==> config.mk <==
export PLATFORM = sky130hd
export DESIGN_NAME = neureka_accumulator_buffer_ctrl
export DESIGN_NICKNAME = d
export VERILOG_FILES = /design/src/rtl/neureka_accumulator_buffer_ctrl.sv
export SDC_FILE = /design/constraint.sdc
export NUM_CORES = 1
export LEC_CHECK = 0
export ABC_AREA = 1
export BUFFER_PORTS_ARGS = -buffer_cell sky130_fd_sc_hd__buf_4
export CAP_MARGIN = 20
export CORE_AREA = 2 2 352 354
export DETAILED_ROUTE_END_ITERATION = 8
export DIE_AREA = 0 0 354 356
export PLACE_DENSITY = 0.43
export SLEW_MARGIN = 0
export SYNTH_ARGS = -nofsm -noshare
export SYNTH_HDL_FRONTEND = slang
export SYNTH_SLANG_ARGS = --single-unit
==> constraint.sdc <==
create_clock -name clk_i -period 2.67 [get_ports clk_i]
set_input_delay 0.267 -clock clk_i [delete_from_list [all_inputs] [get_ports clk_i]]
set_output_delay 0.267 -clock clk_i [all_outputs]
set_load 0.02 [all_outputs]
==> src/rtl/neureka_accumulator_buffer_ctrl.sv <==
// Accumulator buffer sequencer: clear, multi-pass wide read-modify-write accumulation,
// then a one-word-per-cycle valid/ready streamout of the accumulated words.

module neureka_acc_lane #(
  parameter int unsigned DATA_WIDTH = 32
) (
  input  logic [DATA_WIDTH-1:0] i_acc,
  input  logic [DATA_WIDTH-1:0] i_psum,
  output logic [DATA_WIDTH-1:0] o_sum
);
  // Per-word wrap-around add; lanes never carry into each other.
  assign o_sum = i_acc + i_psum;
endmodule

module neureka_accumulator_buffer_ctrl #(
  parameter  int unsigned DATA_WIDTH   = 32,
  parameter  int unsigned NUM_WORDS    = 32,
  parameter  int unsigned WIDTH_FACTOR = 8,
  localparam int unsigned ADDR_WIDTH   = $clog2(NUM_WORDS)
) (
  input  logic                               clk_i,
  input  logic                               rst_ni,
  input  logic                               start_i,
  input  logic                               abort_i,
  input  logic [7:0]                         n_passes_i,
  input  logic [ADDR_WIDTH:0]                n_words_i,
  input  logic                               psum_valid_i,
  output logic                               psum_ready_o,
  input  logic [WIDTH_FACTOR*DATA_WIDTH-1:0] psum_data_i,
  output logic                               out_valid_o,
  input  logic                               out_ready_i,
  output logic [DATA_WIDTH-1:0]              out_data_o,
  output logic                               busy_o,
  output logic                               done_o,
  output logic                               buf_clear_o,
  output logic                               buf_we_wide_o,
  output logic [NUM_WORDS-1:0]               buf_wmask_o,
  output logic [WIDTH_FACTOR*DATA_WIDTH-1:0] buf_wdata_wide_o,
  output logic [ADDR_WIDTH-1:0]              buf_raddr_o,
  input  logic [DATA_WIDTH-1:0]              buf_rdata_i,
  input  logic [WIDTH_FACTOR*DATA_WIDTH-1:0] buf_rdata_wide_i
);
  localparam int unsigned BEATS  = NUM_WORDS / WIDTH_FACTOR;
  localparam int unsigned BEAT_W = (BEATS > 1) ? $clog2(BEATS) : 1;
  localparam int unsigned WIDE_W = WIDTH_FACTOR * DATA_WIDTH;
  localparam logic [ADDR_WIDTH:0] NW_MAX = (ADDR_WIDTH+1)'(NUM_WORDS);

  typedef enum logic [2:0] {S_IDLE, S_CLEAR, S_ACCUM, S_STREAM, S_DONE} state_e;

  state_e                r_state, w_next;
  logic [BEAT_W-1:0]     r_beat;
  logic [7:0]            r_pass, r_npasses;
  logic [ADDR_WIDTH:0]   r_nwords, r_word;
  logic                  r_out_valid;
  logic [DATA_WIDTH-1:0] r_out_data;
  logic [WIDE_W-1:0]     w_sum;
  logic                  w_beat_acc, w_last_beat, w_last_pass, w_load, w_out_hs, w_final_hs;

  assign w_beat_acc  = (r_state == S_ACCUM) && psum_valid_i && !abort_i;
  assign w_last_beat = (r_beat == BEAT_W'(BEATS-1));
  assign w_last_pass = (r_pass == r_npasses - 8'd1);
  assign w_load      = (r_state == S_STREAM) && (!r_out_valid || out_ready_i) && (r_word < r_nwords);
  assign w_out_hs    = r_out_valid && out_ready_i;
  // All words are loaded once r_word reaches n_words, so this handshake is the last one.
  assign w_final_hs  = (r_state == S_STREAM) && w_out_hs && (r_word == r_nwords);

  for (genvar j = 0; j < WIDTH_FACTOR; j++) begin : g_lane
    neureka_acc_lane #(.DATA_WIDTH(DATA_WIDTH)) u_lane (
      .i_acc  (buf_rdata_wide_i[j*DATA_WIDTH +: DATA_WIDTH]),
      .i_psum (psum_data_i[j*DATA_WIDTH +: DATA_WIDTH]),
      .o_sum  (w_sum[j*DATA_WIDTH +: DATA_WIDTH])
    );
  end

  always_ff @(posedge clk_i or negedge rst_ni) begin
    if (!rst_ni) r_state <= S_IDLE;
    else         r_state <= w_next;
  end

  always_comb begin
    w_next           = r_state;
    psum_ready_o     = 1'b0;
    buf_clear_o      = 1'b0;
    buf_we_wide_o    = w_beat_acc;
    buf_wmask_o      = '0;
    buf_wdata_wide_o = '0;
    buf_raddr_o      = '0;
    unique case (r_state)
      S_IDLE:  if (start_i) w_next = S_CLEAR;
      S_CLEAR: begin
        buf_clear_o = 1'b1;
        w_next      = S_ACCUM;
      end
      S_ACCUM: begin
        psum_ready_o = 1'b1;
        buf_raddr_o  = ADDR_WIDTH'({r_beat, 1'b0});
        if (w_beat_acc) begin
          buf_wdata_wide_o = w_sum;
          for (int g = 0; g < BEATS; g++)
            if (r_beat == BEAT_W'(g)) buf_wmask_o[g*WIDTH_FACTOR +: WIDTH_FACTOR] = '1;
          if (w_last_beat && w_last_pass) w_next = S_STREAM;
        end
      end
      S_STREAM: begin
        buf_raddr_o = r_word[ADDR_WIDTH-1:0];
        if (w_final_hs) w_next = S_DONE;
      end
      S_DONE:  w_next = S_IDLE;
      default: w_next = S_IDLE;
    endcase
    if (abort_i) w_next = S_IDLE;
  end

  always_ff @(posedge clk_i or negedge rst_ni) begin
    if (!rst_ni) begin
      r_beat      <= '0;
      r_pass      <= '0;
      r_npasses   <= '0;
      r_nwords    <= '0;
      r_word      <= '0;
      r_out_valid <= 1'b0;
      r_out_data  <= '0;
    end else if (abort_i) begin
      r_out_valid <= 1'b0;
    end else begin
      unique case (r_state)
        S_IDLE: if (start_i) begin
          r_npasses <= (n_passes_i == 8'd0) ? 8'd1 : n_passes_i;
          r_nwords  <= (n_words_i == '0 || n_words_i > NW_MAX) ? NW_MAX : n_words_i;
          r_beat    <= '0;
          r_pass    <= '0;
          r_word    <= '0;
        end
        S_ACCUM: if (w_beat_acc) begin
          r_beat <= w_last_beat ? '0 : r_beat + 1'b1;
          if (w_last_beat) begin
            r_pass <= r_pass + 8'd1;
            if (w_last_pass) r_word <= '0;
          end
        end
        S_STREAM: begin
          if (w_load) begin
            r_out_data  <= buf_rdata_i;
            r_out_valid <= 1'b1;
            r_word      <= r_word + 1'b1;
          end else if (w_out_hs) begin
            r_out_valid <= 1'b0;
          end
        end
        default: ;
      endcase
    end
  end

  assign out_valid_o = r_out_valid;
  assign out_data_o  = r_out_data;
  assign busy_o      = (r_state != S_IDLE);
  assign done_o      = (r_state == S_DONE);

endmodule

# == Yosys cells after proc, flatten, opt, wreduce, memory -nomap -nowiden ==
# Cells that the tools add are included.
# word_totals
reg_bits,66
output_inout_bits,331
input_bits,564
wordCells,106
# classes
bitwise,1
n_lt_le_gt_ge,2
mux,37
addsub,12
n_eq_ne,18
n_reduce_logical,28
# ops
op,count
256-bit 2-to-1 mux,2
32-bit adder,8
32-bit 2-to-1 mux,2
8-bit 2-to-1 mux,8
6-bit 2-to-1 mux,6
6-bit one-hot mux with 3 select lines,1
8-bit one-hot mux with 2 select lines,1
3-bit 2-to-1 mux,5
3-bit one-hot mux with 4 select lines,1
"2-bit != test, second input constant",5
5-bit one-hot mux with 2 select lines,1
"3-bit != test, second input constant",3
3-bit nonzero test,3
"8-bit by 1-bit adder with 8-bit output, second input constant",1
8-bit equality test,1
1-bit logical AND,8
8-bit zero test,1
4-bit AND reduction,2
"8-bit by 1-bit subtractor with 8-bit output, second input constant",1
7-bit AND reduction,1
"6-bit by 1-bit adder with 6-bit output, second input constant",1
"3-bit by 2-bit equality test with 1-bit output, second input constant",2
6-bit equality test,1
"6-bit greater-than comparator, second input constant",1
20 further kinds,32

# == Logic depth before layout (Yosys ltp) ==
# Gate-level depths: netlist of the first run.
# logic_depth
depth_word,7
ltp_mapped,14
depth_no_buf,14

# == Cells and area by module ==
# Synthesis of the first run repeated with hierarchy kept, for this count alone.
# hier_totals
cells_unflattened,4962
area_unflattened_um2,24659.9
# modules_own_cells
module,instances,area_each_um2,cells_per_inst
neureka_acc_lane at g_lane[0].u_lane ...,5,2384.8,494
neureka_acc_lane at g_lane[5].u_lane ...,3,2323.5,491
neureka_accumulator_buffer_ctrl,1,5765.5,1019

# == Worst setup path after synthesis of the first run ==
# Ideal clock, no wire load.
# synth_timing
kind,reg-to-output
startpoint,register r_state[2]
endpoint,output buf_wmask_o[10]
path_slack_ps,368
path_stages_with_launch,8
arrival_time_ps,2035
t_required_ps,2403
cell_sequence,dfrtp_1 nor2_1 inv_1 nor3_2 clkinv_1 clkbuf_1 nor2_1 buf_4
# synth_via
elab_chain_len,5
# synth_lines
item,line,source
from (decl),50,"state_e r_state, w_next;"
from (signal assigned),77,else r_state <= w_next;
3-bit by 2-bit equality test with 1-bit output (*),"59, 88",
1-bit logical AND (2 in a row),59,assign w_beat_acc = (r_state == S_ACCUM) && psum_valid_i && !abort_i;
32-bit 2-to-1 mux,97,if (w_beat_acc) begin
32-bit 2-to-1 mux (*),88,unique case (r_state)
to (decl),37,"output logic [NUM_WORDS-1:0] buf_wmask_o,"
# Mark *: on every way between the ends. The rest lies on a longest branch, timed or not.

# == Worst setup path in the final report of the first run ==
# layout_timing
startpoint,register r_state[1]
endpoint,output buf_wdata_wide_o[123]
# layout_via
elab_chain_len,5
# layout_lines
item,line,source
3-bit by 2-bit equality test with 1-bit output (*),"59, 88",
1-bit logical AND (2 in a row),59,
256-bit 2-to-1 mux,97,
256-bit 2-to-1 mux (*),88,
to (decl),38,"output logic [WIDTH_FACTOR*DATA_WIDTH-1:0] buf_wdata_wide_o,"
# Marks and branches as above.

==> metrics.md, run 1 <==
| Metric | Value |
|---|---|
| Worst-Margin Slew | `875 ps` |
| Cell Rows | `129` |
| Slew Limit Fails | `0` |
| Clock Skew | `approximately 6.8 ps` |
| YS warnings | `0` |
| Post-synth top area share | `roughly 22%` |
| Post-synth top flop | `dfrtp_1` |
| Tmin final | `2580 ps` |
| Final ANT Viol Nets | `0` |
| Setup violators final | `0` |
| Post-synthesis simple-gate area fraction | `40.3%` |
| Detailed Route Iter0 Violations | `1,686` |
| CTS root buf | `clkbuf_16` |
| Adder-Cell Fraction of Synth Area | `17.4%` |
| Largest net degree at the start of global routing | `67` |
| Pleak | `0.0157 uW` |
| Area delta synth->final | `51.5%` |
| PortBufs | `between 800 and 900` |
| Final Cell Area | `29,800 sq um` |
| Area of placed instances | `slightly below 30,000 sq um` |
| HP Class | `input pin to asynchronous set/reset pin` |
| Ranking of synthesized cells by area | `nand2_1 22%, ha_1 17%, nor2_1 12%` |
| FF-to-FF setup slack | `410 ps` |
| Crit-path max FO | `24` |
| Clk sink count | `66` |
| Clock slew at reported path FFs | `~60 ps` |
| XOR/XNOR share of the synthesized area | `1.18%` |
| Synth area leader | `nand2_1` |
| CTS Buffer Depth | `2` |
| Vias in the first global route | `26,500` |
| Pre-Repair DR Iteration Count | `6` |
| Worst EP required | `roughly 2400 ps` |
| Via count | `approximately 27,000` |
| Largest family of logic cells by synthesized area | `simple AND/OR/NAND/NOR gates` |
| Final Hold Fails | `0` |
| Residual DRC | `0` |
| Final Wtd Congestion | `0.973` |
| Post-CTS Hold Fix Bufs | `0` |
| Worst-skew pair later-pin latency | `approximately 330 ps` |
| CP startpoint kind | `flip-flop` |
| Mapped Cells | `~3,700` |
| WP data arrival | `2310 ps` |
| Die width | `~350 microns` |
| Cts bufs inserted | `9` |
| Overall Power | `11,400 uW` |
| Ys async rst share | `100%` |
| Total GRT Usage | `a little under a fifth` |
| Post-synth EDFFs | `0` |
| Initial Utilization | `roughly 16%` |
| Layout cells sized above 1 | `about a quarter` |
| Deepest level of the CTS H-tree | `3` |
| Post-DP HPWL | `roughly 110,000 microns` |
| Die H | `around 360 microns` |
| Compound-Gate Fraction of Synth Area | `20.7%` |
| Synth cell types | `41` |
| Setup TNS Final | `0 ps` |
| Pwr dens | `between 300 and 400 nW/um^2` |
| Critical path class | `flip-flop to output pin` |
| Post-synthesis mux area share | `2.38%` |
| Top-count cell post-synth | `nand2_1` |
| Status | `finished clean` |
| Mapped cell area | `slightly below 20,000 sq um` |
| Hold Slack | `around 48 ps` |
| First-pass GRT wire length | `between 150,000 and 200,000 microns` |
| Cells after DPL | `6,238` |
| Grt total ovfl | `0` |
| Worst slew margin | `a little over two fifths` |
| Synthesized net count | `4,486` |
| Fill cell count | `14,300` |
| Avg Cell Area, Syn | `approximately 5.4 sq um` |
| WL final | `122,000 microns` |
| CTS tree | `yes` |
| Worst Setup End Kind | `output pin` |
| Layout Nets | `5,456` |
| Max Cap Viol | `0` |
| Post-synth top cells | `1,177 x nand2_1, 615 x nor2_1, 442 x a21oi_1` |
| Non-filler instance count after layout | `6,269` |
| Tcrit/Tclk final | `a little over nine tenths` |
| Wire per inst | `a little under 20 microns` |
| Die area | `126,000 sq um` |
| Core Area | `123,000 sq um` |
| # IOs | `895` |
| Vias/cell | `4.34` |
| Post-synthesis sequential area ratio | `8.39%` |
| #FFs+latches synth | `66` |
| Max VDD drop | `0.539 mV` |
| Initial antenna violation count | `6` |
| Max Fclk | `388 MHz` |
registers in the layout, summed over array words and instances (netlist names):
signal,cells
r_beat,2
r_nwords,6
out_data_o,32
out_valid_o,1
r_pass,8
r_word,6
r_npasses,8
r_state,3
final timing paths:
check | cells past startpoint | from | endpoint
setup / recovery | 9 | r_state[1]$_DFFE_PN0P_ | buf_wdata_wide_o[123]
hold / removal | 1 | rst_ni | out_data_o[10]$_DFFE_PN0P_
setup reg to reg | 9 | r_word[2]$_DFFE_PN0P_ | out_data_o[0]$_DFFE_PN0P_
hold reg to reg | 2 | r_nwords[0]$_DFFE_PN0P_ | r_nwords[0]$_DFFE_PN0P_
max in group asynchronous | 1 | rst_ni | r_state[1]$_DFFE_PN0P_
min in group clk_i | 2 | abort_i | r_state[2]$_DFFE_PN0P_
routing by layer:
metal / wire length [microns] / share of wire, % / vias to the layer above / global-route usage [%]
met5: 12 / 0.0099 / - / 0
met2: 56400 / 46 / 914 / 31.2
li1: - / - / 13800 / -
met1: 56600 / 47 / 12400 / 24.3
met3: 7080 / 5.8 / 69 / 2.68
met4: 1560 / 1.3 / 2 / 2.14
cell usage in the layout, fill, tap and decap left out, types with 11 or more instances in the layout:
cell type  netlist  routed
xnor2_1         15      15
and2_1          15      15
dfrtp_1         66      65
buf_4           28     998
mux2_4          29      29
o21bai_1        25      25
inv_1          403     402
nor2_1         615     608
buf_12           0      11
ha_1           261     255
a21oi_2          1      18
nand4_1         12      12
a31oi_1         11      11
nand2_1       1177    1167
o21a_1          24      24
nand3_1        147     145
a21oi_1        442     424
nor3_1          18      18
clkbuf_16        0      14
o21ai_0        274     272
kinds of logic after synthesis:
kind of cell               after synthesis
buffers and inverters                  468
muxes                                   32
adders and majority gates              269
and+or+nand+nor                       2009
DFF                                     66
AOI/OAI and AO/OA                      784
xor gates and xnor gates                25
worst max-delay path, stage by stage (launching register included):
cell       delay, ps
dfrtp_2          430
nand2_1          130
nor3_4           220
buf_12           160
buf_12           110
clkbuf_16        170
bufbuf_16        340
nand2_1           70
nor2_1           170
buf_4            180
power by group:
group / internal (uW) / leakage [uW] / switching [uW]
sequential: 1380 / 0.000852 / 265
combinational: 3420 / 0.0147 / 5120
clock: 724 / 0.000139 / 452
metrics by stage:
| step | util (%) | worst slack (ps) |
|---|---|---|
| global route | 24.3 | -6.68 |
| detailed placement | 23.7 | -272 |
| global placement | 23.7 | -322 |
| floorplan | - | 368 |
| CTS | 24.0 | 0.975 |
| finish | 24.3 | 93.1 |
layout make-up:
type                    count  area, sq um  area share [%]
diodes                      4         10.0          0.0336
clock buffers              10          229           0.768
clock inverters             6         67.6           0.227
inverters                 406         1530            5.12
multi-input cells        3119        16300            54.7
flip-flops and latches     66         1650            5.54
well taps                1637         2050            6.87
repair buffers           1021         7980            26.8
what timing repair did:
item                                    4_1_cts  5_1_grt
endpoints found under the setup margin       68      110
setup buffers                                 2        3
hold endpoints to repair                      0        0
pin swaps                                     1        2
gates cloned                                  1        5
gates resized for setup                      20       47
Power figures use the tool's default switching activity.
==> run 2, diff against run 1 <==
--- a/config.mk
+++ b/config.mk
@@ -6,11 +6,13 @@
 export NUM_CORES = 1
 export LEC_CHECK = 0
 export ABC_AREA = 1
+export ABC_CLOCK_PERIOD_IN_PS = 2670
 export BUFFER_PORTS_ARGS = -buffer_cell sky130_fd_sc_hd__buf_4
 export CAP_MARGIN = 20
 export CORE_AREA = 2 2 352 354
 export DETAILED_ROUTE_END_ITERATION = 8
 export DIE_AREA = 0 0 354 356
+export MAX_ROUTING_LAYER = met4
 export PLACE_DENSITY = 0.43
 export SLEW_MARGIN = 0
 export SYNTH_ARGS = -nofsm -noshare
==> run 2 against run 1 <==
  * Sequential power about the same
  * Maximum frequency shrank 0.17%
  * Sequential share of layout area about the same
  * Cell count shrank 0.18%
  * Die area did not move
  * Wire length decreased by 0.66%
  * Sequential cell count is the same
  * Worst hold slack better by 3.9 ps
  * Count of clock-buffer cells in the layout stayed put
  * Clock skew down 0.69 ps
  * First-iteration DRC count fell by 0.71%
  * Via count is 0.71% lower
==> metrics.md, run 2 (synthesis results as in run 1) <==
| Metric | Value |
|---|---|
| Status | `finished clean` |
| Tcrit/Tclk final | `a little over nine tenths` |
| Area delta synth->final | `50.3%` |
| Post-CTS Hold Fix Bufs | `0` |
| Via count | `~27,000` |
| WP data arrival | `2310 ps` |
| CTS tree | `yes` |
| Max FFs per register | `32` |
| DP Worst Slack | `-256 ps` |
| Detailed Route Iter0 Violations | `1,674` |
| Final Hold Fails | `0` |
| Initial Utilization | `16.0%` |
| Worst Setup End Kind | `output pin` |
| Cts bufs inserted | `9` |
| Sw Ratio | `between 50% and 60%` |
| Power Internal | `about 5500 uW` |
| Post-route setup slack | `88.6 ps` |
| Worst-skew pair later-pin latency | `330 ps` |
| Combinational share of power | `74.2%` |
| Clock slew at reported path FFs | `60 ps` |
| Core Area | `123,000 sq um` |
| Wire per inst | `19.3 microns` |
| Residual DRC | `0` |
| Vias/cell | `around 4.3` |
| CP startpoint kind | `input pin` |
| Max Fclk | `just under 400 MHz` |
| Pre-Repair DR Iteration Count | `8` |
| Final core utilization | `24.1%` |
| Final ANT Viol Nets | `0` |
| Setup violators final | `0` |
| Pwr dens | `382 nW/um^2` |
| # IOs | `895` |
| Worst-Margin Slew | `891 ps` |
| Worst slew margin | `40.6%` |
| Initial antenna violation count | `5` |
| Die area | `about 130,000 sq um` |
| PortBufs | `894` |
| Die width | `354 microns` |
| Post-DP HPWL | `109,000 microns` |
| Critical path class | `input pin to output pin` |
| Crit-path max FO | `5` |
| Tmin final | `2580 ps` |
| Most frequent cells in the layout | `1,164 x nand2_1, 997 x buf_4, 605 x nor2_1` |
| Layout Nets | `between 5,000 and 6,000` |
| Pleak | `around 0.016 uW` |
| Final Wtd Congestion | `roughly 0.99` |
| Worst EP required | `2400 ps` |
| Die H | `356 microns` |
| Vias in the first global route | `26,300` |
| WL final | `about 120,000 microns` |
| Reg power frac | `14.4%` |
| Clk sink count | `66` |
| Cell Rows | `129` |
| Grt total ovfl | `0` |
| HP Class | `input pin to asynchronous set/reset pin` |
| Sw power | `5780 uW` |
| Total GRT Usage | `18.6%` |
| First-pass GRT wire length | `172,000 microns` |
| Slew Limit Fails | `0` |
| Clock Skew | `6.15 ps` |
| Max VDD drop | `0.603 mV` |
| Max Cap Viol | `0` |
| Commonest non-fill, non-tap cell in the layout | `nand2_1` |
| CTS root buf | `clkbuf_16` |
| Layout cells sized above 1 | `24.1%` |
| Overall Power | `11,300 uW` |
| CTS Buffer Depth | `2` |
| Deepest level of the CTS H-tree | `3` |
| Clock Power Share | `11.3%` |
| Largest net degree at the start of global routing | `67` |
[run 2: cell types whose count changed in the layout (fill, tap and decap cells not counted), sizes merged]
| cell | change |
|---|---|
| buf | -7 |
| bufbuf | +1 |
| bufinv | +1 |
| clkbuf | -5 |
| clkinv | -2 |
| clkinvlp | +1 |
[run 2: path summary, 6_finish.rpt]
path | slack (ps) | startpoint | end | cells past startpoint
max in group asynchronous | 1980 | rst_ni | r_state[1]$_DFFE_PN0P_ | 1
worst max-delay path | 90 | buf_rdata_wide_i[178] | buf_wdata_wide_o[188] | 11
worst min-delay path | 50 | rst_ni | out_data_o[10]$_DFFE_PN0P_ | 1
worst min register to register | 510 | out_data_o[0]$_DFFE_PN0P_ | out_data_o[0]$_DFFE_PN0P_ | 1
worst max register to register | 490 | r_word[2]$_DFFE_PN0P_ | out_data_o[2]$_DFFE_PN0P_ | 9
min in group clk_i | 150 | abort_i | r_state[2]$_DFFE_PN0P_ | 2
[run 2: stage by stage]
stage	setup TNS (ps)	area, sq um	hold slack (ps)	instances
3_3_place_gp	-2200	29000	456	6233
5_1_grt	-12.2	29600	121	6256
6_report	0	29600	51.9	6258
3_5_place_dp	-2010	29000	454	6233
2_1_floorplan	0	19700	-28.6	3653
4_1_cts	0	29500	90.8	6253
[run 2: layout make-up]
cell class | count | area (sq um)
fillers | 14200 | 93100
multi-input cells | 3119 | 16300
repair buffers | 1010 | 7770
well taps | 1637 | 2050
flip-flops and latches | 66 | 1650
inverters | 406 | 1530
clock buffers | 10 | 229
clock inverters | 6 | 91.3
diodes | 4 | 10.0
[run 2: power groups by stage]
stage | Sequential [uW] | Combinational [uW] | Clock, uW
2_1_floorplan | 1890 | 4340 | 0
3_3_place_gp | 1640 | 8340 | 0
3_5_place_dp | 1640 | 8310 | 0
4_1_cts | 1630 | 8420 | 1320
5_1_grt | 1690 | 9240 | 1350
6_report | 1630 | 8400 | 1280
[run 2: routing by layer]
metal | up-vias | GRT usage [%] | share of wire [%]
met1 | 12200 | 24.3 | 46
met4 | 0 | 1.97 | 1.1
met2 | 934 | 31.4 | 47
li1 | 13800 | - | -
met3 | 56 | 2.56 | 6.0
met5 | - | - | 0
[run 2: critical path: stages]
cell	delay, ps
buf_4	110
ha_1	420
nand2_1	180
nor2_1	170
inv_1	80
nor2_1	420
nand3_1	210
nand3_1	110
nand2_1	60
nor2_2	120
buf_4	160
[run 2: repair_timing]
action,CTS,global route
hold endpoints to repair,0,0
pin swaps,1,2
gates resized for setup,16,33
cloned,2,0
setup endpoints to repair,35,69
buffers inserted,2,1
